File: config.mk
export PLATFORM = sky130hd
export DESIGN_NAME = matmul_sequencer
export DESIGN_NICKNAME = d
export VERILOG_FILES = /design/src/rtl/matmul_pkg.sv /design/src/rtl/matmul_res_fifo.sv /design/src/rtl/matmul_sequencer.sv
export SDC_FILE = /design/constraint.sdc
export NUM_CORES = 1
export LEC_CHECK = 0
export ABC_CLOCK_PERIOD_IN_PS = 5500
export BUFFER_PORTS_ARGS = -buffer_cell sky130_fd_sc_hd__buf_2
export CELL_PAD_IN_SITES_DETAIL_PLACEMENT = 1
export CELL_PAD_IN_SITES_GLOBAL_PLACEMENT = 1
export CORE_ASPECT_RATIO = 1.5
export CORE_MARGIN = 2
export CORE_UTILIZATION = 48
export CTS_BUF_LIST = sky130_fd_sc_hd__clkbuf_8
export CTS_CLUSTER_SIZE = 8
export DETAILED_ROUTE_END_ITERATION = 8
export PLACE_DENSITY = 0.83
export SLEW_MARGIN = 10
export SYNTH_ARGS = -nofsm -noshare
export SYNTH_HDL_FRONTEND = slang
export SYNTH_SLANG_ARGS = --single-unit
File: constraint.sdc
create_clock -name clk -period 5.5 [get_ports clk]
set_input_delay 0.275 -clock clk [delete_from_list [all_inputs] [get_ports clk]]
set_output_delay 0.275 -clock clk [all_outputs]
set_load 0.02 [all_outputs]
File: src/rtl/matmul_pkg.sv
// Shared types and constants for the matrix multiplier job sequencer.
package matmul_pkg;

    localparam int DATA_W  = 8;
    localparam int RES_W   = 20;
    localparam int DIM_W   = 2;
    localparam int MAX_DIM = 4;
    localparam int CNT_W   = $clog2(MAX_DIM * MAX_DIM) + 1;

    typedef enum logic [2:0] {
        INIT,
        IDLE,
        LOAD_A,
        LOAD_B,
        COMPUTE,
        DRAIN
    } state_t;

    // Number of C elements for a job, from the minus-one encoded dims (1..16).
    function automatic logic [CNT_W-1:0] job_total(input logic [DIM_W-1:0] a_rows,
                                                   input logic [DIM_W-1:0] b_cols);
        logic [CNT_W-1:0] r;
        logic [CNT_W-1:0] c;
        r = CNT_W'(a_rows) + CNT_W'(1);
        c = CNT_W'(b_cols) + CNT_W'(1);
        return r * c;
    endfunction

endpackage

File: src/rtl/matmul_res_fifo.sv
// Small synchronous result FIFO; entries are {last, data}.
module matmul_res_fifo #(
    parameter int DEPTH = 2,
    parameter int W     = 21
) (
    input  logic                   clk,
    input  logic                   rst,
    input  logic                   push,
    input  logic [W-1:0]           push_data,
    input  logic                   pop,
    output logic [W-1:0]           pop_data,
    output logic                   empty,
    output logic [$clog2(DEPTH):0] count
);
    localparam int AW = $clog2(DEPTH);

    logic [W-1:0]  mem [DEPTH];
    logic [AW-1:0] wr_ptr;
    logic [AW-1:0] rd_ptr;
    logic          do_pop;

    assign empty    = (count == '0);
    assign do_pop   = pop && !empty;
    assign pop_data = mem[rd_ptr];

    always_ff @(posedge clk or negedge rst) begin
        if (!rst) begin
            wr_ptr <= '0;
            rd_ptr <= '0;
            count  <= '0;
        end else begin
            if (push)
                wr_ptr <= wr_ptr + AW'(1);
            if (do_pop)
                rd_ptr <= rd_ptr + AW'(1);
            case ({push, do_pop})
                2'b10:   count <= count + (AW+1)'(1);
                2'b01:   count <= count - (AW+1)'(1);
                default: count <= count;
            endcase
        end
    end

    // Storage needs no reset: nothing is read until it has been written.
    always_ff @(posedge clk) begin
        if (push)
            mem[wr_ptr] <= push_data;
    end

endmodule

File: src/rtl/matmul_sequencer.sv
// Job sequencer for the 4x4 signed matrix multiplier core: loads A then B,
// strobes one result per C element and returns results on a backpressured stream.
module matmul_sequencer #(
    parameter int DATA_W    = matmul_pkg::DATA_W,
    parameter int RES_W     = matmul_pkg::RES_W,
    parameter int OUT_DEPTH = 2
) (
    input  logic                         clk,
    input  logic                         rst,
    input  logic                         cfg_valid,
    output logic                         cfg_ready,
    input  logic [matmul_pkg::DIM_W-1:0] cfg_a_rows,
    input  logic [matmul_pkg::DIM_W-1:0] cfg_a_cols,
    input  logic [matmul_pkg::DIM_W-1:0] cfg_b_rows,
    input  logic [matmul_pkg::DIM_W-1:0] cfg_b_cols,
    input  logic                         s_valid,
    output logic                         s_ready,
    input  logic [DATA_W-1:0]            s_data,
    output logic                         m_valid,
    input  logic                         m_ready,
    output logic [RES_W-1:0]             m_data,
    output logic                         m_last,
    output logic                         err,
    output logic                         busy,
    output logic                         core_rst,
    output logic [DATA_W-1:0]            core_in_data,
    output logic                         core_next_matrix,
    output logic                         core_can_read,
    output logic                         core_can_cao,
    output logic [matmul_pkg::DIM_W-1:0] core_row_counter,
    output logic [matmul_pkg::DIM_W-1:0] core_col_counter,
    input  logic [RES_W-1:0]             core_out_data
);
    import matmul_pkg::*;

    localparam int CW = $clog2(OUT_DEPTH) + 1;

    state_t           state, state_d;
    logic [DIM_W-1:0] a_rows, a_cols, b_rows, b_cols;
    logic [DIM_W-1:0] a_rows_d, a_cols_d, b_rows_d, b_cols_d;
    logic [DIM_W-1:0] row, col, row_d, col_d;
    logic [DIM_W-1:0] lim_row, lim_col;
    logic [CNT_W-1:0] issued, issued_d, total;

    logic              err_d, core_rst_d, can_read_d, next_matrix_d;
    logic [DATA_W-1:0] in_data_d;
    logic [DIM_W-1:0]  row_out_d, col_out_d;

    // [0] = strobe on the core this cycle, [1] = result to capture this cycle.
    logic [1:0] cao_pipe, last_pipe;
    logic       cao_d, cao_last_d;

    logic           beat, credit_ok;
    logic           fifo_empty;
    logic [CW-1:0]  fifo_count;
    logic [RES_W:0] fifo_head;

    assign cfg_ready    = (state == IDLE);
    assign s_ready      = (state == LOAD_A) || (state == LOAD_B);
    assign busy         = (state != IDLE);
    assign beat         = s_valid && s_ready;
    assign core_can_cao = cao_pipe[0];
    assign total        = job_total(a_rows, b_cols);
    assign lim_row      = (state == LOAD_B) ? b_rows : a_rows;
    assign lim_col      = (state == LOAD_B) ? b_cols : a_cols;

    // Credits count every result already queued or still in the core pipe.
    assign credit_ok = (int'(fifo_count) + int'(cao_pipe[0]) + int'(cao_pipe[1])) < OUT_DEPTH;

    always_comb begin
        state_d       = state;
        a_rows_d      = a_rows;
        a_cols_d      = a_cols;
        b_rows_d      = b_rows;
        b_cols_d      = b_cols;
        row_d         = row;
        col_d         = col;
        issued_d      = issued;
        err_d         = 1'b0;
        core_rst_d    = 1'b0;
        can_read_d    = 1'b0;
        next_matrix_d = core_next_matrix;
        in_data_d     = core_in_data;
        row_out_d     = core_row_counter;
        col_out_d     = core_col_counter;
        cao_d         = 1'b0;
        cao_last_d    = 1'b0;

        case (state)
            INIT: begin
                if (!core_rst)
                    core_rst_d = 1'b1;
                else
                    state_d = IDLE;
            end
            IDLE: begin
                if (cfg_valid) begin
                    a_rows_d = cfg_a_rows;
                    a_cols_d = cfg_a_cols;
                    b_rows_d = cfg_b_rows;
                    b_cols_d = cfg_b_cols;
                    if (cfg_a_cols != cfg_b_rows) begin
                        err_d = 1'b1;
                    end else begin
                        state_d = LOAD_A;
                        row_d   = '0;
                        col_d   = '0;
                    end
                end
            end
            LOAD_A, LOAD_B: begin
                if (beat) begin
                    can_read_d    = 1'b1;
                    in_data_d     = s_data;
                    next_matrix_d = (state == LOAD_B);
                    row_out_d     = row;
                    col_out_d     = col;
                    if (col == lim_col) begin
                        col_d = '0;
                        if (row == lim_row) begin
                            row_d    = '0;
                            issued_d = '0;
                            state_d  = (state == LOAD_A) ? LOAD_B : COMPUTE;
                        end else begin
                            row_d = row + DIM_W'(1);
                        end
                    end else begin
                        col_d = col + DIM_W'(1);
                    end
                end
            end
            COMPUTE: begin
                // Strobe is registered, so it lands at least one cycle after the last write.
                if (credit_ok) begin
                    cao_d    = 1'b1;
                    issued_d = issued + CNT_W'(1);
                    if (issued + CNT_W'(1) == total) begin
                        cao_last_d = 1'b1;
                        state_d    = DRAIN;
                    end
                end
            end
            DRAIN: begin
                if (cao_pipe == 2'b00 && fifo_empty)
                    state_d = IDLE;
            end
            default: state_d = INIT;
        endcase
    end

    always_ff @(posedge clk or negedge rst) begin
        if (!rst) begin
            state            <= INIT;
            a_rows           <= '0;
            a_cols           <= '0;
            b_rows           <= '0;
            b_cols           <= '0;
            row              <= '0;
            col              <= '0;
            issued           <= '0;
            err              <= 1'b0;
            core_rst         <= 1'b0;
            core_can_read    <= 1'b0;
            core_next_matrix <= 1'b0;
            core_in_data     <= '0;
            core_row_counter <= '0;
            core_col_counter <= '0;
            cao_pipe         <= '0;
            last_pipe        <= '0;
        end else begin
            state            <= state_d;
            a_rows           <= a_rows_d;
            a_cols           <= a_cols_d;
            b_rows           <= b_rows_d;
            b_cols           <= b_cols_d;
            row              <= row_d;
            col              <= col_d;
            issued           <= issued_d;
            err              <= err_d;
            core_rst         <= core_rst_d;
            core_can_read    <= can_read_d;
            core_next_matrix <= next_matrix_d;
            core_in_data     <= in_data_d;
            core_row_counter <= row_out_d;
            core_col_counter <= col_out_d;
            cao_pipe         <= {cao_pipe[0], cao_d};
            last_pipe        <= {last_pipe[0], cao_last_d};
        end
    end

    matmul_res_fifo #(
        .DEPTH (OUT_DEPTH),
        .W     (RES_W + 1)
    ) u_fifo (
        .clk       (clk),
        .rst       (rst),
        .push      (cao_pipe[1]),
        .push_data ({last_pipe[1], core_out_data}),
        .pop       (m_ready),
        .pop_data  (fifo_head),
        .empty     (fifo_empty),
        .count     (fifo_count)
    );

    assign m_valid = !fifo_empty;
    assign m_data  = fifo_head[RES_W-1:0];
    assign m_last  = m_valid && fifo_head[RES_W];

endmodule

==> flow_metrics.env <==
export IMPL_syn_area_mm2=0.00375
export IMPL_crit_reg2reg_capture="state[0]$_DFFE_PN0P_"
export IMPL_grt_pass1_vias=2750
export IMPL_finalSetupTns_ns=0
export IMPL_synth_edff_count=42
export IMPL_io_buffers=82
export IMPL_synth_nets=332
export IMPL_status="complete, no violations"
export IMPL_fp_row_count=39
export IMPL_ys_warn_count=0
export IMPL_cp_end_kind="register"
export IMPL_clk_latency_ns=0.36
export IMPL_rsz0062_at_grt="false"
export IMPL_ctsResizeCount=0
export IMPL_r2r_start="b_cols[0]$_DFFE_PN0P_"
export IMPL_reg2reg_slack_ns=2.29
export IMPL_yosysTopAreaCell="edfxtp_1"
export IMPL_drv_cap=0
export IMPL_maxSlewHeadroom_pct=28.2
export IMPL_dpl_instance_area_mm2=0.00424
export IMPL_synth_seq_cells=86
export IMPL_dp_hpwl_mm=6.29
export IMPL_stdcell_area_mm2=0.00446
export IMPL_fmax_mhz=312
export IMPL_yosys_area_top_type_share_pct=33.7
export IMPL_crit_chain="ha_1 -> and2_1 -> fa_1 -> ha_1 -> inv_1 -> fa_1 -> xor2_1 -> xnor2_1 -> xnor2_1 -> nand3_1 -> o31a_1 -> o31ai_1"
export IMPL_fin_worst_skew_ns=0.00854
export IMPL_hold_path_class="input port to asynchronous set/reset pin"
export IMPL_die_x_um=76.1
export IMPL_final_layout_size_suffix_gt1_share_pct=35.6
export IMPL_fillers=808
export IMPL_regArea_mm2=0.00236
export IMPL_cp_data_required_time_ns=5.77
export IMPL_yosysSeqAreaShare_pct=63.0
export IMPL_wirelength_mm=8.26
export IMPL_ys_types=43
export IMPL_clkSlewWorstSetupHoldPaths_ns=0.09
export IMPL_cts_tree="done"
export IMPL_gr_total_overflow=0
export IMPL_area_delta_synth_final_pct=19.1
export IMPL_start_util_pct=49.2
export IMPL_final_common_cell="buf_2"
export IMPL_avgSynthCellArea_um2=13.3
export IMPL_antenna_found_initial=0
export IMPL_ys_async_sr_fraction_pct=51.2
export IMPL_grt_max_degree=45
export IMPL_core_area_mm2=0.00761
export IMPL_place_inst=457
export IMPL_cts_hold_buf=0
export IMPL_cts_post_setup_buffers_inserted=0
export IMPL_critical_path_buf_inv_count=1
export IMPL_power_density_mw_per_mm2=536
export IMPL_nets=417
export IMPL_holdWs_ns=0.0742
export IMPL_path_delay_family="adder cells"
export IMPL_cts_buffers_inserted=9
export IMPL_die_h_um=112
export IMPL_cts_max_level=3
export IMPL_power_leakage_nw=1.99
export IMPL_finalCriticalPeriod_ns=3.21
export IMPL_drc_errors=0
export IMPL_clock_root_buffer="clkbuf_8"
export IMPL_final_util_pct=58.6
export IMPL_io_pins=83
export IMPL_gp_congestion=0.767
export IMPL_reg2reg_depth=12
export IMPL_worstPathArrival_ns=3.47
export IMPL_crit_fanout=6
export IMPL_period_share_pct=58.3
export IMPL_ant_nets=0
export IMPL_maxSlewViolCount=0
export IMPL_grt_pass1_wl_mm=13.5
export IMPL_stdcell_count=473
export IMPL_multi_input_area_mm2=0.00131
export IMPL_synth_area_leaders="edfxtp_1, dfrtp_1, mux2_2"
export IMPL_hold_violations=0
export IMPL_clock_path_buffers=2
export IMPL_cts_num_sinks=86
export IMPL_syn_inst=281
export IMPL_routed_via_density=5.08
export IMPL_final_cell_mix="buf_2, dfrtp_1, nand2_1, edfxtp_1, mux2_2"
export IMPL_dr_pass1_iters=4
export IMPL_diodes=0
export IMPL_ir_drop_uv=295
export IMPL_tightestPinTransition_ns=1.08
export IMPL_post_drt_wl_per_cell_um=17.5
export IMPL_die_area_mm2=0.00854
export IMPL_first_iter_violations=126
export IMPL_cpMaxStageDelayCell="fa_1"
export IMPL_vias=2401
export IMPL_cp_slowest_stage_delay_ns=0.51
export IMPL_crit_type="register to register"
export IMPL_worst_setup_path_start_kind="register"
export IMPL_grt_usage_pct=20.9
export IMPL_synth_flop_cell="dfrtp_1"
export IMPL_setup_violations=0
==> where the power goes <==
| group | leakage (nW) | switching [W] | total, W | internal (W) |
|---|---|---|---|---|
| clock network | 0.104 | 0.000223 | 0.000480 | 0.000257 |
| registers | 0.936 | 0.000161 | 0.000965 | 0.000804 |
| logic | 0.949 | 0.000517 | 0.000947 | 0.000430 |
==> kinds of logic after synthesis <==
family                     Yosys count  synth area share, %
muxes                               35                 10.4
buffers and inverters               18                 2.17
AOI/OAI and AO/OA                   23                 4.17
xor gates and xnor gates            23                 5.38
DFF                                 86                 63.0
and+or+nand+nor                     86                 11.2
adders and majority gates           10                 3.74
==> how the worst max path moves through the flow <==
stage / depth (start not counted) / slack [ns] / to / startpoint
2_1_floorplan: 12 / 2.53 / state[0]$_DFFE_PN0P_ / b_cols[0]$_DFFE_PN0P_
3_3_place_gp: 12 / 2.45 / state[0]$_DFFE_PN0P_ / b_cols[0]$_DFFE_PN0P_
3_5_place_dp: 12 / 2.26 / state[0]$_DFFE_PN0P_ / b_cols[0]$_DFFE_PN0P_
4_1_cts: 12 / 2.28 / state[0]$_DFFE_PN0P_ / b_cols[0]$_DFFE_PN0P_
5_1_grt: 12 / 2.06 / state[0]$_DFFE_PN0P_ / b_cols[0]$_DFFE_PN0P_
6_report: 12 / 2.29 / state[0]$_DFFE_PN0P_ / b_cols[0]$_DFFE_PN0P_
==> layer usage <==
metal	wire length [um]	GRT usage, %	share of wire, %	vias to the layer above
li1	-	-	-	1139
met1	3020	21.4	37	1180
met2	4700	39.5	57	67
met3	354	5.47	4.3	15
met4	194	9.45	2.3	0
met5	0	0	0	-
==> worst register-to-register path, stage by stage, from the launching register on <==
cell and delay, ns:
dfrtp_1 0.44, ha_1 0.35, and2_1 0.19, fa_1 0.51, ha_1 0.14, inv_1 0.05, fa_1 0.38, xor2_1 0.16
xnor2_1 0.19, xnor2_1 0.14, nand3_1 0.13, o31a_1 0.26, o31ai_1 0.18
==> synthesized netlist by cell type, types with 5 or more instances <==
library cell  count
xor2_1           13
nor2b_1           7
xnor2_1          10
nor2_1           13
mux2i_1           5
inv_1            10
dfrtp_1          44
mux2_2           30
and2_1            6
ha_1              8
o21ai_0           5
nand2_1          42
edfxtp_1         42
==> sequential cells by signal, indices dropped and copies added (netlist names), 2 cells and up <==
signal / flops
a_cols: 2
a_rows: 2
b_cols: 2
b_rows: 2
cao_pipe: 2
col: 2
core_col_counter: 2
core_in_data: 8
core_row_counter: 2
issued: 5
last_pipe: 2
row: 2
state: 3
u_fifo.count: 2
u_fifo.mem: 42
==> metrics by stage <==
| step | total power (W) | setup slack, ns |
|---|---|---|
| finish | 0.00239 | 2.29 |
| detailed placement | 0.00194 | 2.26 |
| global placement | 0.00188 | 2.45 |
| CTS | 0.00243 | 2.28 |
| global route | 0.00255 | 2.06 |
| floorplan | 0.00165 | 2.53 |
==> area by class of cell <==
| class | instances | area share (%) |
|---|---|---|
| multi-input cells | 177 | 29.3 |
| well taps | 102 | 2.86 |
| repair buffers | 82 | 9.19 |
| clock buffers | 9 | 2.77 |
| clock inverters | 7 | 2.16 |
| inverters | 10 | 0.841 |
| flip-flops and latches | 86 | 52.9 |
Note: power is estimated with default switching activity, not from simulation.
